[src/rtl/spi_reg_pkg.sv]
// Shared definitions for the SPI register-bus controller: FSM state
// encoding, command-byte layout and default bus widths.
package spi_reg_pkg;

    localparam int ADDR_W_DEFAULT = 7;
    localparam int DATA_W_DEFAULT = 8;

    // Bit of the command byte that selects a read (1) or a write (0).
    localparam int CMD_RD_BIT = 7;

    typedef enum logic [2:0] {
        IDLE     = 3'd0,
        CMD      = 3'd1,
        WR       = 3'd2,
        RD_FETCH = 3'd3,
        RD_WAIT  = 3'd4,
        RD_SEND  = 3'd5
    } state_t;

endpackage

[src/rtl/spi_reg_ctrl_ncs_sync.sv]
// Two-flop synchronizer for the raw SPI chip select. Both flops reset to 1
// so that the controller sees "deselected" while in reset.
module spi_ncs_sync
    import spi_reg_pkg::*;
(
    input  logic clk,
    input  logic rst_n,
    input  logic ncs,
    output logic ncs_sync
);

    logic meta;

    // Double-register the asynchronous pin into the clk domain.
    always_ff @(posedge clk or negedge rst_n) begin
        if (!rst_n) begin
            meta     <= 1'b1;
            ncs_sync <= 1'b1;
        end else begin
            meta     <= ncs;
            ncs_sync <= meta;
        end
    end

endmodule

[src/rtl/spi_reg_ctrl.sv]
// Frame-level controller above the SPI byte engine. The first byte of each
// chip-select frame is a command (bit 7 = read, bits 6:0 = address); write
// frames commit the following bytes to the register bus, read frames fetch
// register data and keep the engine's transmit side loaded.
// Build option: define SPI_REG_AUTOINC_EN to advance the address after
// every write and every sent read byte (burst access); otherwise the
// address stays fixed for the whole frame.
module spi_reg_ctrl
    import spi_reg_pkg::*;
#(
    parameter int ADDR_W = ADDR_W_DEFAULT,
    parameter int DATA_W = DATA_W_DEFAULT
) (
    input  logic              clk,
    input  logic              rst_n,
    input  logic              ncs,
    input  logic [DATA_W-1:0] rx_data,
    input  logic              rx_done,
    input  logic              tx_done,
    output logic              tx_call,
    output logic [DATA_W-1:0] tx_data,
    output logic [ADDR_W-1:0] reg_addr,
    output logic [DATA_W-1:0] reg_wdata,
    output logic              reg_we,
    output logic              reg_re,
    input  logic [DATA_W-1:0] reg_rdata,
    output logic              busy
);

`ifdef SPI_REG_AUTOINC_EN
    localparam logic AUTOINC = 1'b1;
`else
    localparam logic AUTOINC = 1'b0;
`endif

    state_t            state, state_n;
    logic              ncs_s;
    logic [ADDR_W-1:0] addr_n;
    logic [ADDR_W-1:0] addr_adv;
    logic              tx_call_n;
    logic [DATA_W-1:0] tx_data_n;
    logic [DATA_W-1:0] reg_wdata_n;
    logic              reg_we_n;
    logic              reg_re_n;
    // flush marks when the synchronizer output reflects the real pin after
    // reset; armed requires a deselected pin before the first frame so that
    // a reset in the middle of a frame cannot resume that frame.
    logic [1:0]        flush;
    logic              armed;
    logic              armed_n;

    spi_ncs_sync u_ncs_sync (
        .clk      (clk),
        .rst_n    (rst_n),
        .ncs      (ncs),
        .ncs_sync (ncs_s)
    );

    assign addr_adv = AUTOINC ? reg_addr + 1'b1 : reg_addr;
    assign busy     = (state != IDLE);

    // Next-state and next-output decode for the frame FSM.
    always_comb begin
        state_n     = state;
        addr_n      = reg_addr;
        tx_call_n   = tx_call;
        tx_data_n   = tx_data;
        reg_wdata_n = reg_wdata;
        reg_we_n    = 1'b0;
        reg_re_n    = 1'b0;
        armed_n     = armed | (flush[1] & ncs_s);

        if (ncs_s) begin
            state_n   = IDLE;
            addr_n    = '0;
            tx_call_n = 1'b0;
            tx_data_n = '0;
        end else begin
            case (state)
                IDLE: begin
                    if (armed) begin
                        state_n = CMD;
                    end
                end
                CMD: begin
                    if (rx_done) begin
                        addr_n = rx_data[ADDR_W-1:0];
                        if (rx_data[CMD_RD_BIT]) begin
                            reg_re_n = 1'b1;
                            state_n  = RD_FETCH;
                        end else begin
                            state_n  = WR;
                        end
                    end
                end
                WR: begin
                    if (reg_we) begin
                        addr_n = addr_adv;
                    end
                    if (rx_done) begin
                        reg_we_n    = 1'b1;
                        reg_wdata_n = rx_data;
                    end
                end
                RD_FETCH: begin
                    state_n = RD_WAIT;
                end
                RD_WAIT: begin
                    tx_data_n = reg_rdata;
                    tx_call_n = 1'b1;
                    state_n   = RD_SEND;
                end
                RD_SEND: begin
                    if (tx_done) begin
                        addr_n   = addr_adv;
                        reg_re_n = 1'b1;
                        state_n  = RD_FETCH;
                    end
                end
                default: begin
                    state_n = IDLE;
                end
            endcase
        end
    end

    // State and output registers, all cleared by the asynchronous reset.
    always_ff @(posedge clk or negedge rst_n) begin
        if (!rst_n) begin
            state     <= IDLE;
            reg_addr  <= '0;
            tx_call   <= 1'b0;
            tx_data   <= '0;
            reg_wdata <= '0;
            reg_we    <= 1'b0;
            reg_re    <= 1'b0;
            flush     <= 2'b00;
            armed     <= 1'b0;
        end else begin
            state     <= state_n;
            reg_addr  <= addr_n;
            tx_call   <= tx_call_n;
            tx_data   <= tx_data_n;
            reg_wdata <= reg_wdata_n;
            reg_we    <= reg_we_n;
            reg_re    <= reg_re_n;
            flush     <= {flush[0], 1'b1};
            armed     <= armed_n;
        end
    end

endmodule

[config.mk]
export PLATFORM = sky130hd
export DESIGN_NAME = spi_reg_ctrl
export DESIGN_NICKNAME = d
export VERILOG_FILES = /design/src/rtl/spi_reg_pkg.sv /design/src/rtl/spi_reg_ctrl_ncs_sync.sv /design/src/rtl/spi_reg_ctrl.sv
export SDC_FILE = /design/constraint.sdc
export NUM_CORES = 1
export LEC_CHECK = 0
export BUFFER_PORTS_ARGS = -buffer_cell sky130_fd_sc_hd__buf_2
export CAP_MARGIN = 20
export CORE_ASPECT_RATIO = 1.1
export CORE_MARGIN = 2
export CORE_UTILIZATION = 48
export CTS_CLUSTER_DIAMETER = 30
export DETAILED_ROUTE_END_ITERATION = 10
export PLACE_DENSITY = 0.77
export SETUP_SLACK_MARGIN = 0.2
export SYNTH_ARGS = -nofsm -noshare
export SYNTH_HDL_FRONTEND = slang
export SYNTH_SLANG_ARGS = --single-unit
[constraint.sdc]
create_clock -name clk -period 1.6 [get_ports clk]
set_input_delay 0.16 -clock clk [delete_from_list [all_inputs] [get_ports clk]]
set_output_delay 0.16 -clock clk [all_outputs]
set_load 0.005 [all_outputs]
; ---- Word level (Yosys, flattened, before mapping)
; Index checks and enable logic that the tools add are counted.
[totals]
output_inout_bits = 27
reg_bits = 34
[classes]
reduce_logical = 8
n_bitwise = 3
muxes = 21
n_eq_ne = 9
[ops]
columns = operator, n
row1 = $mux W7, 3
row2 = $pmux W3 S6, 1
row3 = $mux W8, 2
row4 = $mux W3, 4
row5 = $mux W1, 10
row6 = $ne A3 B2 Y1 const B, 3
row7 = $eq A3 B2 Y1 const B, 2
row8 = $eq A3 B3 Y1 const B, 2
row9 = $reduce_bool A2 Y1, 3
row10 = $reduce_and A4 Y1, 1
row11 = $eq A3 B1 Y1 const B, 1
row12 = $logic_not A3 Y1, 1
row13 = $reduce_and A3 Y1, 1
row14 = $reduce_bool A3 Y1, 1
row15 = $ne A2 B1 Y1 const B, 1
row16 = $pmux W1 S2, 1
row17 = $reduce_and A2 Y1, 1
row18 = $and A1 B1 Y1, 1
row19 = $not A1 Y1, 1
row20 = $or A1 B1 Y1, 1

; ---- Logic depth before layout (Yosys ltp)
[depth]
word_depth = 4
ltp_mapped = 5
ltp_nobuf = 3

; ---- By module
; Synthesis repeated with hierarchy kept, for this count alone.
[unflattened]
cells_unflattened = 102
area_unflattened_um2 = 1350.0
[by_module_without_submodules]
columns = module, cells_each, area_per_inst_um2, instances, seq_area_each_um2
row1 = spi_reg_ctrl, 100, 1297.5, 1, 800.8
row2 = spi_ncs_sync, 2, 52.6, 1, 52.6

; ---- Worst setup path after synthesis
; No wires, ideal clock.
[synth_timing]
kind = reg-to-reg
startpoint = register state[1]
endpoint = register reg_wdata[0]
setup_time_ps = 125
synth_period_minus_slack_ps = 1442
path_buffers = 2
path_stages_with_launch = 6
t_required_ps = 1475
setup_slack_ps = 158
t_arrival_ps = 1317
cell_sequence = dfrtp_1 buf_6 nand2_2 or4_4 buf_6 mux2_4
[synth_via]
elab_chain_len = 2
[synth_rtl]
columns = element, line
row1 = "start, declared", spi_reg_ctrl.sv:36  ; state_t state, state_n;
row2 = "start signal, assigned", spi_reg_ctrl.sv:140  ; state <= state_n;
row3 = $eq A3 B2 Y1, spi_reg_ctrl.sv:79  ; case (state)
row4 = $reduce_and A3 Y1 (no line), -
row5 = "end signal, assigned", spi_reg_ctrl.sv:144  ; reg_wdata <= reg_wdata_n;
row6 = "end, declared", spi_reg_ctrl.sv:23  ; output logic [DATA_W-1:0] reg_wdata,
; No other way between the ends.
; A chain may end at the register's enable or synchronous reset.

; ---- Worst setup path in the final report
[layout_timing]
startpoint = register state[0]
endpoint = output busy
[layout_via]
elab_chain_len = 1
[layout_rtl]
columns = element, line
row1 = $reduce_bool A3 Y1, spi_reg_ctrl.sv:60  ; assign busy = (state != IDLE);
row2 = "end, declared", spi_reg_ctrl.sv:27  ; output logic busy
; No other way between the ends.

==> impl_results.md <==
- Clock sinks: 34
- Worst EP arrival: 1.37 ns
- Largest family of logic cells by synthesized area: multiplexers
- Die Ht: 60.5 µm
- DR vias: 1004
- Max Cap Viol: 0
- DP HPWL: 1.83 mm
- Placed cell area: 1660 µm²
- Largest net degree at the start of global routing: 35
- Post-synth cell types: 23
- Inserted Diodes: 0
- Synth Net Count: 127
- Outcome: complete, no violations
- Setup TNS: 0 ns
- FP Rows: 20
- Die Wd: 55.4 µm
- Share of cells above drive strength 1: 49.7%
- #FFs+latches synth: 34
- Antenna-violating nets left: 0
- Syn_area_per_cell: 13.1 µm²
- Final Hold Vio Count: 0
- Design area: 1850 µm²
- Post-synthesis mux area share: 19.4%
- Minimum clock period: 1.53 ns
- Routed vias/inst: 4.97
- Reg2reg path depth: 2
- Synthesized cell area: 1390 µm²
- P_leak: 0.971 nW
- H-tree depth: 2
- Power Density: 990 nW/µm²
- Adder-cell area share of the yosys netlist: 0%
- Final Wtd Congestion: 0.743
- First-pass GRT wire length: 4.63 mm
- Post-synthesis compound-gate area fraction: 2.34%
- Wire length per cell after detailed routing: 14.4 µm
- HP Class: in -> reg
- Register area share after synthesis: 61.3%
- Crit path kind: reg -> out
- Synth warnings: 0
- Layout Nets: 189
- Overall power: 0.00183 W
- Worst Path Required: 1.44 ns
- Vias in the first global route: 997
- Post-Layout Cell Count: 202
- Filler cells: 217
- Die Area: 3350 µm²
- TritonCTS clock tree: done
- Peak supply drop: 0.000576 V
- Tcrit/Tclk final: 95.5%
- GRT Total Usage: 18.6%
- Initial Util: 50.6%
- Worst-margin pin slew: 0.738 ns
- Final wirelength: 2.90 mm
- Largest area contributor in the netlist: dfrtp_1
- Worst setup EP type: output pin
- Setup Viol. Count Final: 0
- Longest Clk Path Bufs: 2
- Hold path cells: 3
- Clock skew: 0.00565 ns
- RSZ-0062 raised after global routing: yes
- Num CTS Buffers: 5
- Ranking of synthesized cells by area: dfrtp_1 (58%), mux2i_1 (11%), mux2_4 (8.6%)
- Io pins: 48
- F_max: 654 MHz
- Initial DRC Count: 7
- Worst setup SP type: register
- Crit-path max FO: 10
- CTS clk-pin slew, worst paths: 0.09 ns
- Xor/xnor share of the synthesized area: 0%
- Initial antenna violation count: 0
- DRC Markers: 0
- I/O Buffers: 47
- Detailed Routing Iterations Pass 1: 2
- Post-Synthesis Cells: 106
- Area grow syn2layout: 32.5%
- Hold Slack: 0.0665 ns
- Core footprint: 2750 µm²
- Worst relative slew slack: 50.8%
- Post-Synth Simple-Gate Area: 12.8%
- Placed cells: 183
- Worst-Skew Late Latency: 0.33 ns
- Fin. max-slew vios: 0
- Yosys top cell area share: 57.5%
- Root Buffer: clkbuf_4
- Gr ovfl total: 0
## sequential cells by signal, indices dropped and copies added (netlist names), 2 cells and up
signal,flops
state,3
flush,2
reg_wdata,8
tx_data,8
reg_addr,7
## worst paths after layout
check                                      from                       end  slack, ns
setup / recovery           state[0]$_DFFE_PN0P_                      busy       0.07
hold / removal                     reg_rdata[7]    tx_data[7]$_DFFE_PN0P_       0.07
setup reg to reg           state[2]$_DFFE_PN0P_  reg_wdata[1]$_DFFE_PN0P_       0.08
hold reg to reg              flush[0]$_DFF_PN0_        flush[1]$_DFF_PN0_       0.36
max in group asynchronous                 rst_n  reg_wdata[6]$_DFFE_PN0P_       0.71
min in group asynchronous                 rst_n   reg_addr[1]$_DFFE_PN0P_       0.42
## layout by cell type, fill, tap and decap left out
cell and count:
a21o_1 1, a21oi_1 4, and4bb_2 1, and4bb_4 1, buf_2 46, buf_4 8
buf_6 7, clkbuf_1 3, clkbuf_4 5, conb_1 1, dfrtp_1 32, dfstp_2 2
dlygate4sd3_1 2, inv_1 1, mux2_4 8, mux2i_1 15, nand2_1 3, nand2_2 1
nand3b_1 2, nand4b_1 1, nor2_1 18, nor3_1 1, nor3b_2 1, nor3b_4 1
o21ai_0 1, or2_2 1, or3_4 1, or4_4 1
## area by class of cell
class	instances	area [µm²]	area share, %
tap	33	41.3	2.24
clock buffer	8	48.8	2.64
sequential	34	853	46.2
timing repair buffer	63	389	21.1
inverter	1	3.75	0.203
multi-input combinational	63	509	27.6
## critical path, stage by stage (launching register included)
cell     delay, ns
dfrtp_1       0.40
buf_4         0.18
or3_4         0.33
buf_6         0.12
## cells in the mapped netlist
| cell type | count |
|---|---|
| a21o_1 | 1 |
| buf_6 | 2 |
| or3_2 | 1 |
| clkbuf_1 | 2 |
| o21ai_0 | 1 |
| nor3_1 | 1 |
| dfstp_2 | 2 |
| or4_4 | 1 |
| or2_2 | 1 |
| a21oi_1 | 4 |
| nor3b_1 | 2 |
| nand2_2 | 1 |
| dfrtp_1 | 32 |
| nand3b_1 | 2 |
| nand4b_1 | 1 |
| nor2_1 | 18 |
| inv_1 | 1 |
| and4bb_2 | 2 |
| nand2_1 | 3 |
| conb_1 | 1 |
| buf_2 | 4 |
| mux2_4 | 8 |
| mux2i_1 | 15 |
## power by group
group | internal [W] | total (W) | switching, W
clock | 0.000175 | 0.000434 | 0.000259
combinational | 0.000236 | 0.000387 | 0.000151
sequential | 0.000955 | 0.00101 | 0.0000504
total | 0.00137 | 0.00183 | 0.000461
## through the flow
stage | utilization, % | setup WS [ns]
after CTS | 64.9 | 0.0752
final | 67.0 | 0.0718
after global placement | 60.4 | 0.155
after detailed placement | 60.4 | 0.132
after global routing | 67.0 | 0.0127
after floorplan | - | 0.158
## per-layer routing
layer  track usage, %  part of all wire, %  up-vias
met5                0                    0        -
met4             6.62                  2.0        0
met3             9.38                  8.0        5
met2             30.4                   47       45
met1             21.6                   43      477
li1                 -                    -      477
## cell families after synthesis
| group | Yosys count |
|---|---|
| simple gates | 33 |
| other cells | 1 |
| buf+inv | 9 |
| compound gates | 6 |
| flops | 34 |
| mux | 23 |
## what timing repair did
action	4_1_cts	5_1_grt
buffers inserted	4	4
endpoints found under the setup margin	16	26
hold buffers	2	0
cloned	0	1
resized for setup	6	6
pin swaps	3	5
endpoints found under the hold margin	33	0
Note: power is estimated with default switching activity, not from simulation.
